===== src/rtl/lcd_timing_gen.sv =====
`timescale 1ns/1ps
// lcd_timing_gen
// ----------------------------------------------------------------------------
// Raster timing generator for a 480x272 RGB565 panel in the pixel clock domain.
// It issues lookahead pixel requests (req_x, req_y, req_valid) to an upstream
// pixel source. It takes that source's RGB back LATENCY cycles later and drives
// the panel DE/HSYNC/VSYNC/RGB with all of them aligned.
//
// Ports
//   PixelClk              pixel clock; the only clock
//   nRST                  synchronous active-low reset
//   req_valid             request refers to a visible pixel
//   req_x [9:0]           requested column (holds hcnt even when not valid)
//   req_y [8:0]           requested row    (holds vcnt even when not valid)
//   line_start            pulse with the req_x=0 request of each active line
//   frame_start           pulse with the (0,0) request
//   pix_r/pix_g/pix_b     upstream RGB565, due LATENCY-1 cycles after request
//   LCD_DE                data enable
//   LCD_HSYNC, LCD_VSYNC  active-low syncs
//   LCD_R/LCD_G/LCD_B     panel RGB, zero whenever LCD_DE is low
//
// Build option
//   LCD_TIMING_TEST_PATTERN_EN  when defined, pix_* are ignored. Eight
//   60-pixel colour bars (white, yellow, cyan, green, magenta, red, blue,
//   black) are generated from the delayed column instead.
//
// LATENCY must lie in 1..8.
// ----------------------------------------------------------------------------
module lcd_timing_gen #(
  parameter int H_ACTIVE = 480,
  parameter int H_FP     = 8,
  parameter int H_SYNC   = 4,
  parameter int H_BP     = 39,
  parameter int V_ACTIVE = 272,
  parameter int V_FP     = 8,
  parameter int V_SYNC   = 4,
  parameter int V_BP     = 8,
  parameter int LATENCY  = 2
) (
  input  logic       PixelClk,
  input  logic       nRST,
  output logic       req_valid,
  output logic [9:0] req_x,
  output logic [8:0] req_y,
  output logic       line_start,
  output logic       frame_start,
  input  logic [4:0] pix_r,
  input  logic [5:0] pix_g,
  input  logic [4:0] pix_b,
  output logic       LCD_DE,
  output logic       LCD_HSYNC,
  output logic       LCD_VSYNC,
  output logic [4:0] LCD_R,
  output logic [5:0] LCD_G,
  output logic [4:0] LCD_B
);

  localparam int H_TOTAL = H_ACTIVE + H_FP + H_SYNC + H_BP;
  localparam int V_TOTAL = V_ACTIVE + V_FP + V_SYNC + V_BP;

  // Phase boundaries expressed as the first count of each phase.
  localparam logic [9:0] H_FRONT_START = 10'(H_ACTIVE);
  localparam logic [9:0] H_SYNC_START  = 10'(H_ACTIVE + H_FP);
  localparam logic [9:0] H_BACK_START  = 10'(H_ACTIVE + H_FP + H_SYNC);
  localparam logic [9:0] H_LAST        = 10'(H_TOTAL - 1);
  localparam logic [8:0] V_FRONT_START = 9'(V_ACTIVE);
  localparam logic [8:0] V_SYNC_START  = 9'(V_ACTIVE + V_FP);
  localparam logic [8:0] V_BACK_START  = 9'(V_ACTIVE + V_FP + V_SYNC);
  localparam logic [8:0] V_LAST        = 9'(V_TOTAL - 1);

  typedef enum logic [1:0] {PH_ACTIVE, PH_FRONT, PH_SYNC, PH_BACK} phase_t;

  // ---------------------------------------------------------------- counters
  logic [9:0] hcnt_reg, hcnt_next;
  logic [8:0] vcnt_reg, vcnt_next;
  logic       h_wrap;
  phase_t     h_phase_reg, h_phase_next;
  phase_t     v_phase_reg, v_phase_next;

  always_comb begin
    h_wrap    = (hcnt_reg == H_LAST);
    hcnt_next = h_wrap ? 10'd0 : hcnt_reg + 10'd1;
    vcnt_next = vcnt_reg;
    if (h_wrap) begin
      vcnt_next = (vcnt_reg == V_LAST) ? 9'd0 : vcnt_reg + 9'd1;
    end
  end

  // Phase FSMs track the counter values they will hold after this edge, so
  // the registered phase always describes the registered count.
  always_comb begin
    h_phase_next = h_phase_reg;
    case (h_phase_reg)
      PH_ACTIVE: if (hcnt_next == H_FRONT_START) h_phase_next = PH_FRONT;
      PH_FRONT:  if (hcnt_next == H_SYNC_START)  h_phase_next = PH_SYNC;
      PH_SYNC:   if (hcnt_next == H_BACK_START)  h_phase_next = PH_BACK;
      PH_BACK:   if (hcnt_next == 10'd0)         h_phase_next = PH_ACTIVE;
      default:   h_phase_next = PH_ACTIVE;
    endcase
  end

  always_comb begin
    v_phase_next = v_phase_reg;
    if (h_wrap) begin
      case (v_phase_reg)
        PH_ACTIVE: if (vcnt_next == V_FRONT_START) v_phase_next = PH_FRONT;
        PH_FRONT:  if (vcnt_next == V_SYNC_START)  v_phase_next = PH_SYNC;
        PH_SYNC:   if (vcnt_next == V_BACK_START)  v_phase_next = PH_BACK;
        PH_BACK:   if (vcnt_next == 9'd0)          v_phase_next = PH_ACTIVE;
        default:   v_phase_next = PH_ACTIVE;
      endcase
    end
  end

  always_ff @(posedge PixelClk) begin
    if (!nRST) begin
      hcnt_reg    <= 10'd0;
      vcnt_reg    <= 9'd0;
      h_phase_reg <= PH_ACTIVE;
      v_phase_reg <= PH_ACTIVE;
    end else begin
      hcnt_reg    <= hcnt_next;
      vcnt_reg    <= vcnt_next;
      h_phase_reg <= h_phase_next;
      v_phase_reg <= v_phase_next;
    end
  end

  // ------------------------------------------------------- request stage
  logic hsync_raw_reg, vsync_raw_reg;

  always_ff @(posedge PixelClk) begin
    if (!nRST) begin
      req_valid     <= 1'b0;
      req_x         <= 10'd0;
      req_y         <= 9'd0;
      line_start    <= 1'b0;
      frame_start   <= 1'b0;
      hsync_raw_reg <= 1'b1;
      vsync_raw_reg <= 1'b1;
    end else begin
      req_valid     <= (h_phase_reg == PH_ACTIVE) && (v_phase_reg == PH_ACTIVE);
      req_x         <= hcnt_reg;
      req_y         <= vcnt_reg;
      line_start    <= (hcnt_reg == 10'd0) && (v_phase_reg == PH_ACTIVE);
      frame_start   <= (hcnt_reg == 10'd0) && (vcnt_reg == 9'd0);
      hsync_raw_reg <= (h_phase_reg != PH_SYNC);
      vsync_raw_reg <= (v_phase_reg != PH_SYNC);
    end
  end

  // ------------------------------------------------------ delay pipeline
  // Everything that has to stay aligned with the returned pixel travels
  // together. The column is only carried when the bars need it.
  typedef struct packed {
    logic       de;
    logic       hs;
    logic       vs;
`ifdef LCD_TIMING_TEST_PATTERN_EN
    logic [9:0] x;
`endif
  } tap_t;

`ifdef LCD_TIMING_TEST_PATTERN_EN
  localparam tap_t TAP_IDLE = tap_t'({3'b011, 10'd0});
`else
  localparam tap_t TAP_IDLE = tap_t'(3'b011);
`endif

  tap_t tap_in;
  tap_t tap_out;
  logic pre_de;

  always_comb begin
    tap_in    = TAP_IDLE;
    tap_in.de = req_valid;
    tap_in.hs = hsync_raw_reg;
    tap_in.vs = vsync_raw_reg;
`ifdef LCD_TIMING_TEST_PATTERN_EN
    tap_in.x  = req_x;
`endif
  end

  genvar gi;
  generate
    for (gi = 0; gi < LATENCY; gi++) begin : g_dly
      tap_t q;
      tap_t d;
      if (gi == 0) begin : g_head
        assign d = tap_in;
      end else begin : g_tail
        assign d = g_dly[gi-1].q;
      end
      always_ff @(posedge PixelClk) begin
        if (!nRST) q <= TAP_IDLE;
        else       q <= d;
      end
    end
  endgenerate

  assign tap_out = g_dly[LATENCY-1].q;

  // The RGB register loads on the same edge as the final stage. It therefore
  // has to look one stage earlier, which is the request itself when
  // LATENCY is 1.
`ifdef LCD_TIMING_TEST_PATTERN_EN
  logic [9:0] pre_x;
`endif
  generate
    if (LATENCY == 1) begin : g_pre_req
      assign pre_de = tap_in.de;
`ifdef LCD_TIMING_TEST_PATTERN_EN
      assign pre_x  = tap_in.x;
`endif
    end else begin : g_pre_dly
      assign pre_de = g_dly[LATENCY-2].q.de;
`ifdef LCD_TIMING_TEST_PATTERN_EN
      assign pre_x  = g_dly[LATENCY-2].q.x;
`endif
    end
  endgenerate

  // ------------------------------------------------------- pixel source
  logic [15:0] rgb_src;
  logic [15:0] rgb_reg;

`ifdef LCD_TIMING_TEST_PATTERN_EN
  localparam int BAR_W = H_ACTIVE / 8;
  logic [2:0] bar_idx;
  logic       unused_tail;

  always_comb begin
    bar_idx = 3'd0;
    for (int k = 1; k < 8; k++) begin
      if (pre_x >= 10'(BAR_W * k)) bar_idx = 3'(k);
    end
  end

  // The bar order is a 3-bit count with red = !b1, green = !b2, blue = !b0.
  assign rgb_src     = {{5{~bar_idx[1]}}, {6{~bar_idx[2]}}, {5{~bar_idx[0]}}};
  assign unused_tail = ^{pix_r, pix_g, pix_b, tap_out.x};
`else
  assign rgb_src = {pix_r, pix_g, pix_b};
`endif

  always_ff @(posedge PixelClk) begin
    if (!nRST) rgb_reg <= 16'd0;
    else       rgb_reg <= pre_de ? rgb_src : 16'd0;
  end

  assign LCD_DE    = tap_out.de;
  assign LCD_HSYNC = tap_out.hs;
  assign LCD_VSYNC = tap_out.vs;
  assign LCD_R     = rgb_reg[15:11];
  assign LCD_G     = rgb_reg[10:5];
  assign LCD_B     = rgb_reg[4:0];

endmodule

===== config.mk =====
export PLATFORM = sky130hd
export DESIGN_NAME = lcd_timing_gen
export DESIGN_NICKNAME = d
export VERILOG_FILES = /design/src/rtl/lcd_timing_gen.sv
export SDC_FILE = /design/constraint.sdc
export NUM_CORES = 1
export LEC_CHECK = 0
export ABC_CLOCK_PERIOD_IN_PS = 7000
export CORE_ASPECT_RATIO = 1.4
export CORE_UTILIZATION = 54
export CTS_CLUSTER_SIZE = 25
export DETAILED_ROUTE_END_ITERATION = 12
export PLACE_DENSITY = 0.84
export SETUP_SLACK_MARGIN = 0.5
export SYNTH_ARGS = -nofsm -noshare
export SYNTH_HDL_FRONTEND = slang
export SYNTH_SLANG_ARGS = --single-unit

===== constraint.sdc =====
create_clock -name PixelClk -period 7 [get_ports PixelClk]
set_input_delay 1.05 -clock PixelClk [delete_from_list [all_inputs] [get_ports PixelClk]]
set_output_delay 1.05 -clock PixelClk [all_outputs]
set_load 0.05 [all_outputs]

## After elaboration in Yosys (flattened, before gate mapping)

Index checks and enable logic that the tools add are counted.

| word-level totals | value |
|---|---|
| input port bits | 18 |
| flip-flop bits (word level) | 69 |

| cells by class | value |
|---|---|
| $add $sub $neg | 2 |
| multiplexer cells | 13 |
| equal/unequal tests | 24 |
| reduce and logical (&&, ||, !) cells | 12 |

Operator list:

| kind | count |
|---|---|
| $eq A9 B9 Y1 const B | 4 |
| $eq A10 B9 Y1 const B | 3 |
| $logic_not A10 Y1 | 2 |
| $ne A2 B2 Y1 const B | 10 |
| $logic_not A9 Y1 | 2 |
| $mux W9 | 2 |
| $mux W2 | 8 |
| $pmux W2 S4 | 2 |
| $add A10 B1 Y10 const B | 1 |
| $eq A10 B10 Y1 const B | 1 |
| $mux W10 | 1 |
| $add A9 B1 Y9 const B | 1 |
| $eq A2 B2 Y1 const B | 4 |
| $reduce_and A5 Y1 | 1 |
| $eq A2 B1 Y1 const B | 2 |
| $logic_not A2 Y1 | 2 |
| $reduce_and A4 Y1 | 1 |
| $logic_and A1 B1 Y1 | 3 |
| $reduce_and A2 Y1 | 1 |

## Longest topological paths before layout

Gate-level depths: netlist of run 1.

| logic depth | value |
|---|---|
| depth after elaboration | 6 |
| depth in mapped cells | 11 |
| depth with buffers taken out | 9 |

## Worst setup path before layout of run 1

No wires, ideal clock.

| timing | value |
|---|---|
| path type | reg-to-reg |
| start | register hcnt_reg[3] |
| end | register v_phase_reg[0] |
| path buffers | 2 |
| cell stages (with the launch flop) | 10 |
| slack | 4.569 ns |
| arrival | 2.306 ns |
| cells stage by stage | dfxtp_1 or4_1 buf_2 or3_1 buf_2 a21o_1 a22o_1 a41o_1 a31oi_1 a211oi_2 |

| between the ends | value |
|---|---|
| word-level cells in the longest chain between the ends | 5 |
| elaborated cells on any way between the ends | 11 |
| those cells by class | eq/ne: 8; mux: 1; reduce/logical: 2 |

Ends and longest elaborated chain:

| element | line | source |
|---|---|---|
| from (decl) | 74 | `logic [9:0] hcnt_reg, hcnt_next;` |
| from (signal assigned) | 122 | `hcnt_reg <= hcnt_next;` |
| $eq A10 B10 Y1 (*) | 81 | `h_wrap = (hcnt_reg == H_LAST);` |
| $mux W9 | 84 | `if (h_wrap) begin` |
| $eq A9 B9 Y1, or another cell as far along | 108 | `PH_SYNC: if (vcnt_next == V_BACK_START) v_phase_next = PH_BACK;` |
| $ne A2 B2 Y1 (no line) | - |  |
| $reduce_and A5 Y1 (no line) (*) | - |  |
| to (signal assigned) | 125 | `v_phase_reg <= v_phase_next;` |
| to (decl) | 78 | `phase_t v_phase_reg, v_phase_next;` |

Mark *: on every way between the ends. The rest lies on a longest branch, timed or not.
A chain may end at the register's enable or synchronous reset.

## Final worst setup path of run 1

Same ends and word-level chain as after synthesis.

==> run metrics, run 1 <==
Clock Path Buffers 2; Die ar. 5590 um2; skew final 0.00828 ns; dpl cells 411; Clock transition at path regs 0.07 ns; count leader, synth dfxtp_1; Root Buffer clkbuf_8; CP Capture Type register; Final HPWL DP 4.29 mm; router iterations before antenna repair 8; Die X 63.5 um; Final Setup Violations 0; Top FF cell, synth dfxtp_1; cell taking the most area after synthesis dfxtp_1; final hold vios 0; Fmax 354 MHz; worst path bufs/invs 0; worst skew pair latency 0.34 ns; largest net degree at the start of global routing 55; final-report max-slew violation count 0; Netlist cell types 50; port bufs 58; synthesized area 2860 um2; Worst slew margin 59.1%; DRC 1; critical path data arrival time 3.03 ns; Tcrit/Tclk final 40.4%; worst setup margin 4.17 ns; minimum clock period 2.83 ns; Layout Cells excl Fill 427; met2 usage 40.5%; Mapped Cells 302; FP Rows 31; Setup TNS Final 0 ns; ANT nets after route 0; WS Path Type register to register; # Max-Cap Violations 0; max reg flops 16; grt ovf 0; GR peak layer met2; Sequential cell area 1380 um2; CP max FO 14; Post-CTS Resized 0; number of H-tree levels 3; Leakage 1.49 nW; Post-synth EDFFs 0; final hold slack 0.410 ns; ANT cells 0; vias in the first global route 2,110; initial DRC count 133; Worst Hold Class register to register; sequential share of the synthesized area 48.3%; Filler Cells Inserted 388; first-pass GRT wire length 9.92 mm; Crit path max-delay family simple AND/OR/NAND/NOR gates; CTS tree built; footprint of the multi-input gates 1380 um2; violated checks design-rule violations; total core area 5120 um2; Syn-to-layout area delta 29.1%; measured slew at the worst slew-check pin 0.608 ns; crit path cell chain or4_1 > or3_1 > o21ai_2 > a41oi_1 > and3_1 > nor3_1 > a211oi_2; wire length per cell 14.1 um; clock sink total 69; via count 2,346; Final Net Count 387; met1 usage 26.3%; overall die height 88.1 um; Ports 59; RSZ-0062 raised after global routing no; final RePlAce weighted congestion 0.917; critical path's largest stage delay 0.67 ns; initial antenna violation count 0; maximum vdd drop 0.129 mV; total CTS buffers 9; area share of the largest cell type after synthesis 48.3%; hold_buf cts 0; PwrDens 222 nW/um2; status complete, but fails checks; ranking of synthesized cells by area dfxtp_1, ha_1, and3_1, and2_1, nor2_1; Global Route Usage Sum 23.1%; Net Count, Synth 333; Avg Vias per Cell 5.49; WHS Path Cells 1; layout cells sized above 1 8.03%; pre-CTS setup slack 4.21 ns; met3 Use GR 6.12%; Critical Path Source Type register; Post-CTS Setup Inserts 0; synthesis-stage register bit count 69; YS warnings 0; Worst R2R Path Depth 7; Post-Route WL 6.03 mm; asr flop ratio synth 0%; Worst EP required 7.20 ns; Mean Syn Cell Area 9.46 um2; Initial Util 55.8%; commonest cells in the synthesized netlist dfxtp_1, nor2_1, and3_1, and2_1, nand2_1; critical path's slowest cell or4_1; total number of cells along the worst setup path 7
-- metal layers --
layer	part of all wire [%]	wire [um]	vias up
met5	0	0	-
met1	42	2510	1072
met3	6.2	372	13
met2	50	3020	96
met4	2.0	121	0
li1	-	-	1165
-- metrics by stage --
stage | cell area (um2) | total power [W] | utilization (%)
3_3_place_gp | 3460 | 0.000471 | 67.7
3_5_place_dp | 3460 | 0.000472 | 67.7
2_1_floorplan | 2860 | 0.000447 | -
5_1_grt | 3690 | 0.000852 | 72.0
6_report | 3690 | 0.000820 | 72.0
4_1_cts | 3690 | 0.000823 | 72.0
-- cell type report --
class                      count  share of cell area (%)
timing repair buffer          59                    15.9
clock inverter                 5                    2.24
inverter                       9                   0.916
tap                           66                    2.24
sequential                    69                    37.4
clock buffer                  11                    3.83
multi-input combinational    208                    37.4
-- worst register-to-register path: stages, from the launching register on --
cell	delay [ns]
dfxtp_1	0.36
or4_1	0.67
or3_1	0.63
o21ai_2	0.28
a41oi_1	0.16
and3_1	0.25
nor3_1	0.24
a211oi_2	0.10
-- layout by cell type (no fill, tap or decap), drive strengths merged, types with 2 or more instances in the layout --
cell,count
clkbuf,11
bufinv,2
nor3,11
nor4,4
nand2,16
nand3b,2
xor2,7
or3,2
nand3,11
and3,21
xnor2,7
o31ai,2
inv,10
a21oi,9
or2,2
a41o,2
o21ai,7
and2,20
clkdlybuf4s50,58
nand2b,6
a41oi,3
clkinv,2
ha,13
mux2i,3
nor2,30
and4,2
a21o,2
dfxtp,69
a211oi,4
nand4,6
-- power by group --
group	leakage (nW)	total, W	switching [W]	internal [W]
combinational	0.820	0.0000585	0.0000346	0.0000239
sequential	0.560	0.000405	0.00000533	0.000399
clock	0.114	0.000357	0.000145	0.000212
total	1.49	0.000820	0.000185	0.000635
-- worst paths after layout --
kind	slack [ns]	endpoint	startpoint
hold reg to reg	0.41	g_dly[0].q[1]$_SDFF_PN1_	hsync_raw_reg$_SDFF_PN1_
setup / recovery	4.17	v_phase_reg[0]$_SDFFE_PN0P_	hcnt_reg[3]$_SDFF_PN0_
setup reg to reg	4.17	v_phase_reg[0]$_SDFFE_PN0P_	hcnt_reg[3]$_SDFF_PN0_
hold / removal	0.41	g_dly[0].q[1]$_SDFF_PN1_	hsync_raw_reg$_SDFF_PN1_
-- kinds of logic (layout without fill, tap and decap cells) --
| group | Yosys count | in the layout | synth area share [%] |
|---|---|---|---|
| AND/OR/NAND/NOR | 137 | 137 | 26.3 |
| flip-flops | 69 | 69 | 48.3 |
| multiplexers | 4 | 4 | 1.44 |
| AO/OA/AOI/OAI | 40 | 40 | 10.5 |
| adder cells (fa/ha/maj) | 13 | 13 | 5.69 |
| buffers and inverters | 25 | 84 | 3.41 |
| XOR/XNOR | 14 | 14 | 4.29 |
(Power assumes the default switching activity.)
==> run 2, diff against run 1 <==
--- a/config.mk
+++ b/config.mk
@@ -5,12 +5,12 @@
 export SDC_FILE = /design/constraint.sdc
 export NUM_CORES = 1
 export LEC_CHECK = 0
-export ABC_CLOCK_PERIOD_IN_PS = 7000
+export ABC_CLOCK_PERIOD_IN_PS = 2400
 export CORE_ASPECT_RATIO = 1.4
-export CORE_UTILIZATION = 54
+export CORE_UTILIZATION = 46
 export CTS_CLUSTER_SIZE = 25
 export DETAILED_ROUTE_END_ITERATION = 12
-export PLACE_DENSITY = 0.84
+export PLACE_DENSITY = 0.76
 export SETUP_SLACK_MARGIN = 0.5
 export SYNTH_ARGS = -nofsm -noshare
 export SYNTH_HDL_FRONTEND = slang
==> constraint.sdc (replaced) <==
create_clock -name PixelClk -period 2.4 [get_ports PixelClk]
set_input_delay 0.36 -clock PixelClk [delete_from_list [all_inputs] [get_ports PixelClk]]
set_output_delay 0.36 -clock PixelClk [all_outputs]
set_load 0.05 [all_outputs]
==> run metrics, run 2 (same netlist as run 1, synthesis figures left out) <==
status complete, but fails checks; violated checks negative setup slack; Sequential cell area 1380 um2 (+0.18%); total core area 5900 um2 (+15%); Ports 59 (unchanged); number of H-tree levels 3 (unchanged); Die ar. 6540 um2 (+17%); Worst EP required 2.66 ns (-4.54 ns); first-pass GRT wire length 10.2 mm (+2.5%); Clock transition at path regs 0.07 ns (about the same); maximum vdd drop 0.385 mV (+200%); minimum clock period 2.47 ns (-0.363 ns); CTS tree built; Clock Path Buffers 2 (unchanged); worst setup margin -0.0656 ns (-4.24 ns); RSZ-0062 raised after global routing yes; measured slew at the worst slew-check pin 0.534 ns (-0.0741 ns); clock sink total 69 (unchanged); DRC 0 (-1); Worst Hold Class register to register; initial DRC count 116 (-13%); wire length per cell 14.4 um (+2.2%); critical path data arrival time 2.73 ns (-0.30 ns); router iterations before antenna repair 5 (-3); final-report max-slew violation count 0 (unchanged); vias in the first global route 2,346 (+11%); Global Route Usage Sum 21.1% (-2.0 points); FP Rows 33 (+6.5%); Root Buffer clkbuf_8; Power Total 0.00220 W (+170%); Final Net Count 420 (+8.5%); ANT nets after route 0 (unchanged); Finished Cell Area 4020 um2 (+8.9%); max reg flops 16 (unchanged); Final HPWL DP 4.65 mm (+8.3%); total CTS buffers 9 (unchanged); pre-CTS setup slack -0.0948 ns (-4.31 ns); final hold vios 0 (unchanged); Die X 68.6 um (+8.1%); Fmax 406 MHz (+15%); largest net degree at the start of global routing 23 (-58%); PwrDens 548 nW/um2 (+150%); Filler Cells Inserted 456 (+18%); ANT cells 0 (unchanged); Initial Util 48.4% (-7.4 points); CP Capture Type register; layout cells sized above 1 19.5% (+12 points); Worst slew margin 64.4% (+5.3 points); footprint of the multi-input gates 1490 um2 (+8.1%); Tcrit/Tclk final 103% (+62 points); Critical Path Source Type register; commonest non-fill, non-tap cells in the layout dfxtp_1, clkdlybuf4s50_1, buf_4; final RePlAce weighted congestion 0.895 (-2.5%); placed cell areas 3680 um2 (+6.4%); CP max FO 6 (-8); port bufs 58 (unchanged); Avg Vias per Cell 5.43 (-1.1%); Leakage 1.66 nW (+11%); via count 2,521 (+7.5%); Final Setup Violations 2 (+2); # Max-Cap Violations 0 (unchanged); initial antenna violation count 0 (unchanged); grt ovf 0 (unchanged); most common cell after layout, fill and taps aside dfxtp_1; worst skew pair latency 0.34 ns (about the same); Syn-to-layout area delta 40.5%; overall die height 95.3 um (+8.2%); WS Path Type register to register; Post-Route WL 6.69 mm (+11%); skew final 0.00848 ns (+0.000206 ns)
[run 2: what timing repair did]
action	4_1_cts	5_1_grt
setup endpoints to repair	15	15
resized for setup	9	14
buffers inserted	3	4
pin swaps	3	7
hold buffers	0	0
[run 2: power by group]
part | total [W] | switching [W] | leakage, nW | internal, W
Sequential | 0.00117 | 0.00000860 | 0.561 | 0.00116
Clock | 0.000836 | 0.000454 | 0.0755 | 0.000382
Combinational | 0.000191 | 0.000111 | 1.02 | 0.0000799
Total | 0.00220 | 0.000574 | 1.66 | 0.00163
[run 2: cell type report]
cell class | instances | share of cell area, %
clock inverter | 6 | 1.18
clock buffer | 10 | 3.18
tap | 70 | 2.18
timing repair buffer | 92 | 21.1
inverter | 9 | 0.841
sequential | 69 | 34.5
multi-input combinational | 208 | 37.1
[run 2: worst max-delay path, stage by stage (launching register included)]
cell	delay, ns
dfxtp_2	0.33
or4_4	0.60
or3_4	0.40
a21o_1	0.21
a211oi_2	0.27
buf_4	0.16
a41o_1	0.18
a31oi_1	0.11
a211oi_2	0.14
[run 2: path summary, 6_finish.rpt]
| kind | startpoint | to | slack (ns) | cells past startpoint |
|---|---|---|---|---|
| min | g_dly[0].q[1]$_SDFF_PN1_ | LCD_HSYNC$_SDFF_PN1_ | 0.41 | 1 |
| max reg2reg | hcnt_reg[2]$_SDFF_PN0_ | v_phase_reg[0]$_SDFFE_PN0P_ | -0.07 | 8 |
| max | hcnt_reg[2]$_SDFF_PN0_ | v_phase_reg[0]$_SDFFE_PN0P_ | -0.07 | 8 |
| min reg2reg | g_dly[0].q[1]$_SDFF_PN1_ | LCD_HSYNC$_SDFF_PN1_ | 0.41 | 1 |
[run 2: metrics by stage]
stage	TNS, ns	utilization (%)	cells	hold WS, ns
2_1_floorplan	0	-	302	0.386
3_3_place_gp	-0.0170	62.4	441	0.390
3_5_place_dp	-0.189	62.4	441	0.398
4_1_cts	0	66.4	460	0.411
5_1_grt	-0.252	68.0	464	0.424
6_report	-0.111	68.0	464	0.408
[run 2: per-layer routing]
layer / vias up / track usage (%) / part of all wire (%)
li1: 1220 / - / -
met1: 1184 / 21.5 / 38
met2: 103 / 38.6 / 52
met3: 14 / 5.86 / 8.2
met4: 0 / 8.85 / 2.0
met5: - / 0 / 0
==> run 3, diff against run 2 <==
==> constraint.sdc (replaced) <==
create_clock -name PixelClk -period 2.4 [get_ports PixelClk]
set_input_delay 0.24 -clock PixelClk [delete_from_list [all_inputs] [get_ports PixelClk]]
set_output_delay 0.24 -clock PixelClk [all_outputs]
set_load 0.05 [all_outputs]
==> run metrics, run 3 (same netlist as run 1, synthesis figures left out) <==
initial antenna violation count 0 (unchanged); final RePlAce weighted congestion 0.890 (-0.48%); CP max FO 6 (unchanged); max reg flops 16 (unchanged); Root Buffer clkbuf_8; combinational power share 8.9% (+0.2 points); final-report max-slew violation count 0 (unchanged); Die ar. 6540 um2 (unchanged); Post-Route WL 6.66 mm (-0.42%); clock sink total 69 (unchanged); GR peak layer met2; Clock Path Buffers 2 (unchanged); worst setup margin -0.00201 ns (+0.0636 ns); RSZ-0062 raised after global routing yes; sequential share of power 54.7% (+1.4 points); Global Route Usage Sum 21.7% (+0.62 points); measured slew at the worst slew-check pin 0.519 ns (-0.0151 ns); WS Path Type register to register; Clock transition at path regs 0.07 ns (about the same); NetSw 0.000535 W (-6.8%); Final Net Count 414 (-1.4%); Ports 59 (unchanged); final hold vios 0 (unchanged); number of H-tree levels 3 (unchanged); via count 2,487 (-1.3%); dpl cells 440 (-0.23%); Syn-to-layout area delta 38.6%; met1 usage 21.7% (+0.18 points); Int Pwr 0.00161 W (-0.79%); overall die height 95.3 um (unchanged); met2 usage 37.9% (-0.74 points); maximum vdd drop 0.293 mV (-24%); total core area 5900 um2 (unchanged); hold_buf cts 0 (unchanged); Worst EP required 2.60 ns (-0.06 ns); layout cells sized above 1 18.6% (-0.94 points); Power Total 0.00215 W (-2.3%); ANT cells 0 (unchanged); Tcrit/Tclk final 100% (-2.7 points); Initial Util 48.4% (unchanged); PwrDens 542 nW/um2 (-0.99%); Final HPWL DP 4.72 mm (+1.5%); Final Setup Violations 1 (-1); Die X 68.6 um (unchanged); Leakage 1.62 nW (-2.5%); vias in the first global route 2,376 (+1.3%); CTS tree built; total CTS buffers 9 (unchanged); minimum clock period 2.40 ns (-0.0636 ns); Fmax 416 MHz (+2.6%); commonest non-fill, non-tap cells in the layout dfxtp_1, clkdlybuf4s50_1, nor2_1; largest net degree at the start of global routing 38 (+65%); Critical Path Source Type register; Avg Vias per Cell 5.44 (+0.16%); violated checks negative setup slack; DRC 0 (unchanged); status complete, but fails checks; Worst Hold Class register to register; Worst slew margin 65.3% (+0.94 points); ANT nets after route 0 (unchanged); sw frac 24.9% (-1.2 points); worst skew pair latency 0.34 ns (about the same); grt ovf 0 (unchanged); Setup TNS Final -0.00201 ns (+0.109 ns); initial DRC count 81 (-30%); met3 Use GR 6.58% (+0.72 points); # Max-Cap Violations 0 (unchanged); FP Rows 33 (unchanged); wire length per cell 14.6 um (+1.1%); port bufs 58 (unchanged); critical path data arrival time 2.61 ns (-0.12 ns); CP Capture Type register; skew final 0.0115 ns (+0.00301 ns); pre-CTS setup slack -0.127 ns (-0.0323 ns); most common cell after layout, fill and taps aside dfxtp_1; first-pass GRT wire length 10.3 mm (+1.7%); fin util 67.1% (-0.93 points); router iterations before antenna repair 4 (-1); Layout Cells excl Fill 457 (-1.5%); Clk pwr share 36.4% (-1.6 points)
## run 3: final timing paths
check,start,endpoint,slack (ns),cells past startpoint
setup reg to reg,hcnt_reg[8]$_SDFF_PN0_,v_phase_reg[1]$_SDFFE_PN0P_,-0.002,7
hold reg to reg,hsync_raw_reg$_SDFF_PN1_,g_dly[0].q[1]$_SDFF_PN1_,0.42,1
hold / removal,hsync_raw_reg$_SDFF_PN1_,g_dly[0].q[1]$_SDFF_PN1_,0.42,1
setup / recovery,hcnt_reg[8]$_SDFF_PN0_,v_phase_reg[1]$_SDFFE_PN0P_,-0.002,7
## run 3: what timing repair did
item | in CTS | in global routing
gates resized for setup | 12 | 13
setup buffers | 2 | 0
endpoints found under the hold margin | 0 | 0
pin swaps | 3 | 2
cloned | 0 | 0
endpoints found under the setup margin | 15 | 18
## run 3: power by group through the flow
stage          registers, W   logic, W  clock network, W
2_1_floorplan       0.00126  0.0000502                 0
3_3_place_gp        0.00120   0.000184                 0
3_5_place_dp        0.00120   0.000184                 0
4_1_cts             0.00117   0.000188          0.000799
5_1_grt             0.00118   0.000205          0.000857
6_report            0.00117   0.000192          0.000782
## run 3: area by class of cell
type                       instances  area [um2]
clock buffer                      11         131
clock inverter                     4        26.3
fill                             465        1940
inverter                           9        33.8
multi-input combinational        208        1500
sequential                        69        1380
tap                               70        87.6
timing repair buffer              86         798
## run 3: critical path, stage by stage (launching register included)
cell	delay, ns
dfxtp_2	0.32
or4_4	0.59
or3_4	0.40
a21o_1	0.20
a211oi_2	0.27
a41oi_2	0.19
o31ai_2	0.22
a21oi_1	0.08
## run 3: routing by layer
layer  share of wire [%]  vias to the layer above
li1                    -                     1212
met1                  38                     1159
met2                  51                       95
met3                 7.6                       21
met4                 3.2                        0
met5                   0                        -
## run 3: metrics by stage
stage          instance area [um2]  hold slack (ns)
6_report                      3960            0.421
5_1_grt                       3960            0.452
4_1_cts                       3900            0.425
3_5_place_dp                  3680            0.408
3_3_place_gp                  3680            0.390
2_1_floorplan                 2890            0.313
==> patch 1, RTL diff (settings of run 2) <==
Set the parameter `LATENCY` to 1 (it was 2).
--- a/src/rtl/lcd_timing_gen.sv
+++ b/src/rtl/lcd_timing_gen.sv
@@ -37,3 +37,3 @@
   parameter int V_BP     = 8,
-  parameter int LATENCY  = 2
+  parameter int LATENCY  = 1
 ) (
Formal check against the unedited RTL: not equivalent (Yosys sat finds a counterexample within 4 cycles, from zero or initial values and one cycle with nRST low).
==> patch 1 against run 2 <==
  * The run still ends with negative setup slack left
  * Cell area rose by 8.1%
  * Combinational power up 37%
  * Sequential cell count is 3 lower
  * Total power increased by 0.61%
  * Area after synthesis up 2.3%
  * Global-route usage up 2.0 points
  * Routed wire length up 15%
  * Worst setup slack got worse by 0.014 ns
  * Clock skew fell by 0.0018 ns
  * Clock power decreased by 2%
  * First-iteration DRC count rose by 34%
  * Critical path depth shrank 1
  * Critical endpoint unchanged
==> patch 1: results (changes against run 2) <==
Global route
  • Global-route met1 utilization: 24.31% (+2.8 points)
  • Largest net degree at the start of global routing: 37 (+61%)
  • Aggregate global-route resource usage: 23.03% (+2.0 points)
  • Met2 Use GR: 41.26% (+2.6 points)
  • Vias in the first global route: 2496 (+6.4%)
  • First-pass GRT wire length: 11.79 mm (+16%)
  • Met3 Usage GRT: 6.597% (+0.74 points)

Finish
  • Share of layout cells above drive strength 1: 28.57% (+9.0 points)
  • Max FFs per register: 16 (unchanged)
  • ANT cells: 0 (unchanged)
  • Final nets: 439 (+4.5%)

Route
  • DRT Wirelength: 7.704 mm (+15%)
  • Vias: 2631 (+4.4%)
  • TritonRoute pass-1 iters: 4 (-1)
  • DRT met1 WL: 2.955 mm (+16%)
  • DR vias/cell: 5.425 (-0.16%)
  • Met3 WL post-DR: 318 um (-42%)
  • 1st-iter DRT viols: 156 (+34%)
  • Met2 routed WL: 4.126 mm (+19%)

Worst setup path
  • R2R depth: 7 (-1)
  • Slowest stage delay, CP: 0.52 ns (-0.08 ns)
  • Critical path peak fanout: 4 (-2)
  • Worst r2r src: vcnt_reg[3]
  • CP delay by family, top: compound AO/OA/AOI/OAI gates

Synthesis
  • FFs w/ async S/R, synth: 0% (unchanged)
  • Syn Area/Cell: 9.312 um2 (-1.6%)
  • Synth Area in Compound Gates: 9.842% (-0.67 points)
  • Syn Nets: 345 (+3.6%)
  • Synth top area cells: dfxtp_1, ha_1, and3_1
  • Multiplexer share of the synthesized area: 2.054% (+0.61 points)
  • Synth cell types: 59 (+18%)
  • Sequential share of the synthesized area: 45.19% (-3.2 points)
  • Post-Synth Adder-Cell Area: 5.563% (-0.13 points)
  • Post-synth top cells: dfxtp_1, nor2_1, nand2_1
  • XOR/XNOR Fraction of Synth Area: 3.295% (-1.0 points)

Place
  • Dpl cells: 454 (+2.9%)
  • Gp weighted congestion: 0.9189 (+2.7%)
  • Final HPWL DP: 5.050 mm (+8.7%)
  • Place WS: -0.03361 ns (+0.06121 ns)
  • Post-placement cell area: 3751 um2 (+1.8%)

Pwr
  • Combinational fraction of design power: 11.8% (+3.1 points)
  • P per Cell Area: 509.7 nW/um2 (-6.9%)
  • VDD IR max: 0.3473 mV (-9.7%)
  • Pint: 1.602 mW (-1.5%)
  • Seq pwr share: 51.1% (-2.2 points)
  • Lkg Pwr: 1.690 nW (+1.9%)

Timing
  • Clock Skews: 0.006674 ns (-0.001810 ns)
  • Final Setup Violations: 2 (unchanged)
  • Worst-margin pin slew: 0.6639 ns (+0.1302 ns)
  • Setup TNS: -0.1361 ns (-0.02502 ns)
  • Setup ws final: -0.07938 ns (-0.01375 ns)

Clocking
  • Resize count post-CTS: 40 (+31)
  • Clock Latency Late Sink: 0.36 ns (+0.02 ns)
  • Worst-case clock buffer depth: 2 (unchanged)
  • Post-CTS Setup Bufs: 10 (+7)

Outcome
  • Status: complete, but fails checks
  • Failing checks: negative setup slack
==> patch 1: changes by cell type after synthesis, sizes merged, moves of 5 or more <==
cell   delta
nand2    +10
inv       +5
buf       +6
and2      -6
==> patch 1: cell type report <==
| type | instances | area (um2) |
|---|---|---|
| clock inverter | 6 | 43.79 |
| multi-input combinational | 211 | 1687 |
| tap | 72 | 90.09 |
| sequential | 66 | 1341 |
| fill | 451 | 1827 |
| inverter | 15 | 56.30 |
| timing repair buffer | 105 | 996.0 |
| clock buffer | 10 | 127.6 |
==> patch 1: how the worst min path moves through the flow <==
stage	start	end	slack [ns]	depth (start not counted)
after floorplan	hsync_raw_reg	LCD_HSYNC	0.39	1
after global placement	vsync_raw_reg	LCD_VSYNC	0.39	1
after detailed placement	hsync_raw_reg	LCD_HSYNC	0.40	1
after CTS	hsync_raw_reg	LCD_HSYNC	0.41	1
after global routing	hsync_raw_reg	LCD_HSYNC	0.43	1
final	hsync_raw_reg	LCD_HSYNC	0.41	1
==> patch 2, RTL diff (settings of run 2) <==
Without the edit above. Re-encode `phase_t` (4 values) as Gray code, 2 bits wide.
--- a/src/rtl/lcd_timing_gen.sv
+++ b/src/rtl/lcd_timing_gen.sv
@@ -70,3 +70,3 @@
 
-  typedef enum logic [1:0] {PH_ACTIVE, PH_FRONT, PH_SYNC, PH_BACK} phase_t;
+  typedef enum logic [1:0] {PH_ACTIVE = 2'b00, PH_FRONT = 2'b01, PH_SYNC = 2'b11, PH_BACK = 2'b10} phase_t;
 
Behaviour: same outputs for any inputs over 10 cycles, from zero or initial values and one cycle with nRST low; not proved beyond that.
==> patch 2 against run 2 <==
  * The flow still finishes with violations (negative setup slack)
  * Area after synthesis down 3.1%
  * Cell area down 2.4%
  * Critical endpoint unchanged
  * Routed wire length down 5.0%
  * Critical path type unchanged
  * Global-route usage up 0.79 points
  * Total power up 6.2%
  * First-iteration DRC count down 6.0%
  * Maximum frequency down 4.3%
  * Worst setup slack worse by 0.11 ns
  * Count of clock-buffer cells in the layout down 1
  * Sequential cell count unchanged
  * Sequential power about the same
==> patch 2: results (changes against run 2) <==
Outcome
  • Status: complete, but fails checks
  • Failing checks: negative setup slack

Synthesis
  • Synth Area in Compound Gates: 11.16% (+0.65 points)
  • Syn Nets: 326 (-2.1%)
  • Synth cell types: 45 (-10%)
  • Sequential share of the synthesized area: 49.89% (+1.6 points)
  • XOR/XNOR Fraction of Synth Area: 2.847% (-1.4 points)
  • Synth top area cells: dfxtp_1, and2_1, and3_1
  • Syn Inst Count: 303 (+0.33%)
  • Post-synth top cells: dfxtp_1, and2_1

Timing
  • Clock Skews: 0.01020 ns (+0.001713 ns)
  • Setup ws final: -0.1768 ns (-0.1112 ns)
  • Final Setup Violations: 2 (unchanged)

Pwr
  • Seq pwr share: 50.3% (-3.0 points)
  • Clock share of power: 42.1% (+4.1 points)
  • P_sw: 521.8 uW (-9.0%)
  • Lkg Pwr: 1.568 nW (-5.5%)
  • VDD IR max: 0.4357 mV (+13%)

Route
  • DR vias/cell: 5.304 (-2.4%)
  • 1st-iter DRT viols: 109 (-6.0%)
  • TritonRoute pass-1 iters: 9 (+4)

Hold path
  • Hold path startpoint: g_dly[0].q[0]
  • WHS Endpoint: LCD_VSYNC

Place
  • Place WS: -0.1926 ns (-0.09781 ns)
  • Gp weighted congestion: 0.8778 (-1.9%)
  • Post-placement cell area: 3596 um2 (-2.4%)

Global route
  • Aggregate global-route resource usage: 21.85% (+0.79 points)
  • Vias in the first global route: 2240 (-4.5%)
  • Largest net degree at the start of global routing: 40 (+74%)

Worst setup path
  • Worst r2r src: hcnt_reg[3]
  • Slowest stage delay, CP: 0.52 ns (-0.08 ns)
  • Reg2reg end: v_phase_reg[0]
  • Critical path peak fanout: 3 (-3)
  • R2R depth: 7 (-1)
  • Critical Path AT: 2.81 ns (+0.08 ns)

Finish
  • Share of layout cells above drive strength 1: 19.18% (-0.36 points)
  • Sequential Area: 1386 um2 (+0.18%)
  • Final nets: 411 (-2.1%)

Clocking
  • Resize count post-CTS: 16 (+7)
-- patch 2: worst max-delay path by stage --
stage | start | endpoint | slack, ns | cells after the start
2_1_floorplan | hcnt_reg[3] | v_phase_reg[0] | -0.27 | 8
3_3_place_gp | hcnt_reg[3] | v_phase_reg[0] | -0.15 | 7
3_5_place_dp | hcnt_reg[3] | v_phase_reg[0] | -0.19 | 7
4_1_cts | hcnt_reg[3] | v_phase_reg[0] | -0.20 | 7
5_1_grt | hcnt_reg[3] | v_phase_reg[0] | -0.29 | 7
6_report | hcnt_reg[3] | v_phase_reg[0] | -0.18 | 7
-- patch 2: cell type report --
class                   count  area share, %
repair buffers             94          22.24
clock buffers               9          3.159
multi-input cells         203          33.98
well taps                  70          2.234
inverters                  11          1.053
clock inverters             5          1.978
flip-flops and latches     69          35.35
-- patch 2: cells by family (layout without fill, tap and decap cells) --
kind of cell,Yosys count,after routing
buffers and inverters,31,119
flip-flops,69,69
AO/OA/AOI/OAI,45,45
adder cells (fa/ha/maj),5,5
XOR/XNOR,9,9
AND/OR/NAND/NOR,144,144
-- patch 2: metal layers --
layer	track usage (%)	vias up	share of wire (%)
met4	13.83	0	2.0
li1	-	1224	-
met1	25.91	1111	42
met5	0	-	0
met3	4.248	16	5.9
met2	34.98	94	50
-- patch 2: per-stage QoR --
step / TNS, ns / hold WS, ns
final: -0.3089 / 0.4177
after global routing: -0.7870 / 0.4310
after floorplan: -0.4043 / 0.3863
after CTS: -0.3691 / 0.4196
after detailed placement: -0.3388 / 0.4023
after global placement: -0.2834 / 0.3882
-- patch 2: critical path: cells and delay by family, from the launching register on --
family	cells	cell delay [ns]
AOI/OAI and AO/OA	2	0.46
DFF	1	0.32
and+or+nand+nor	5	1.69
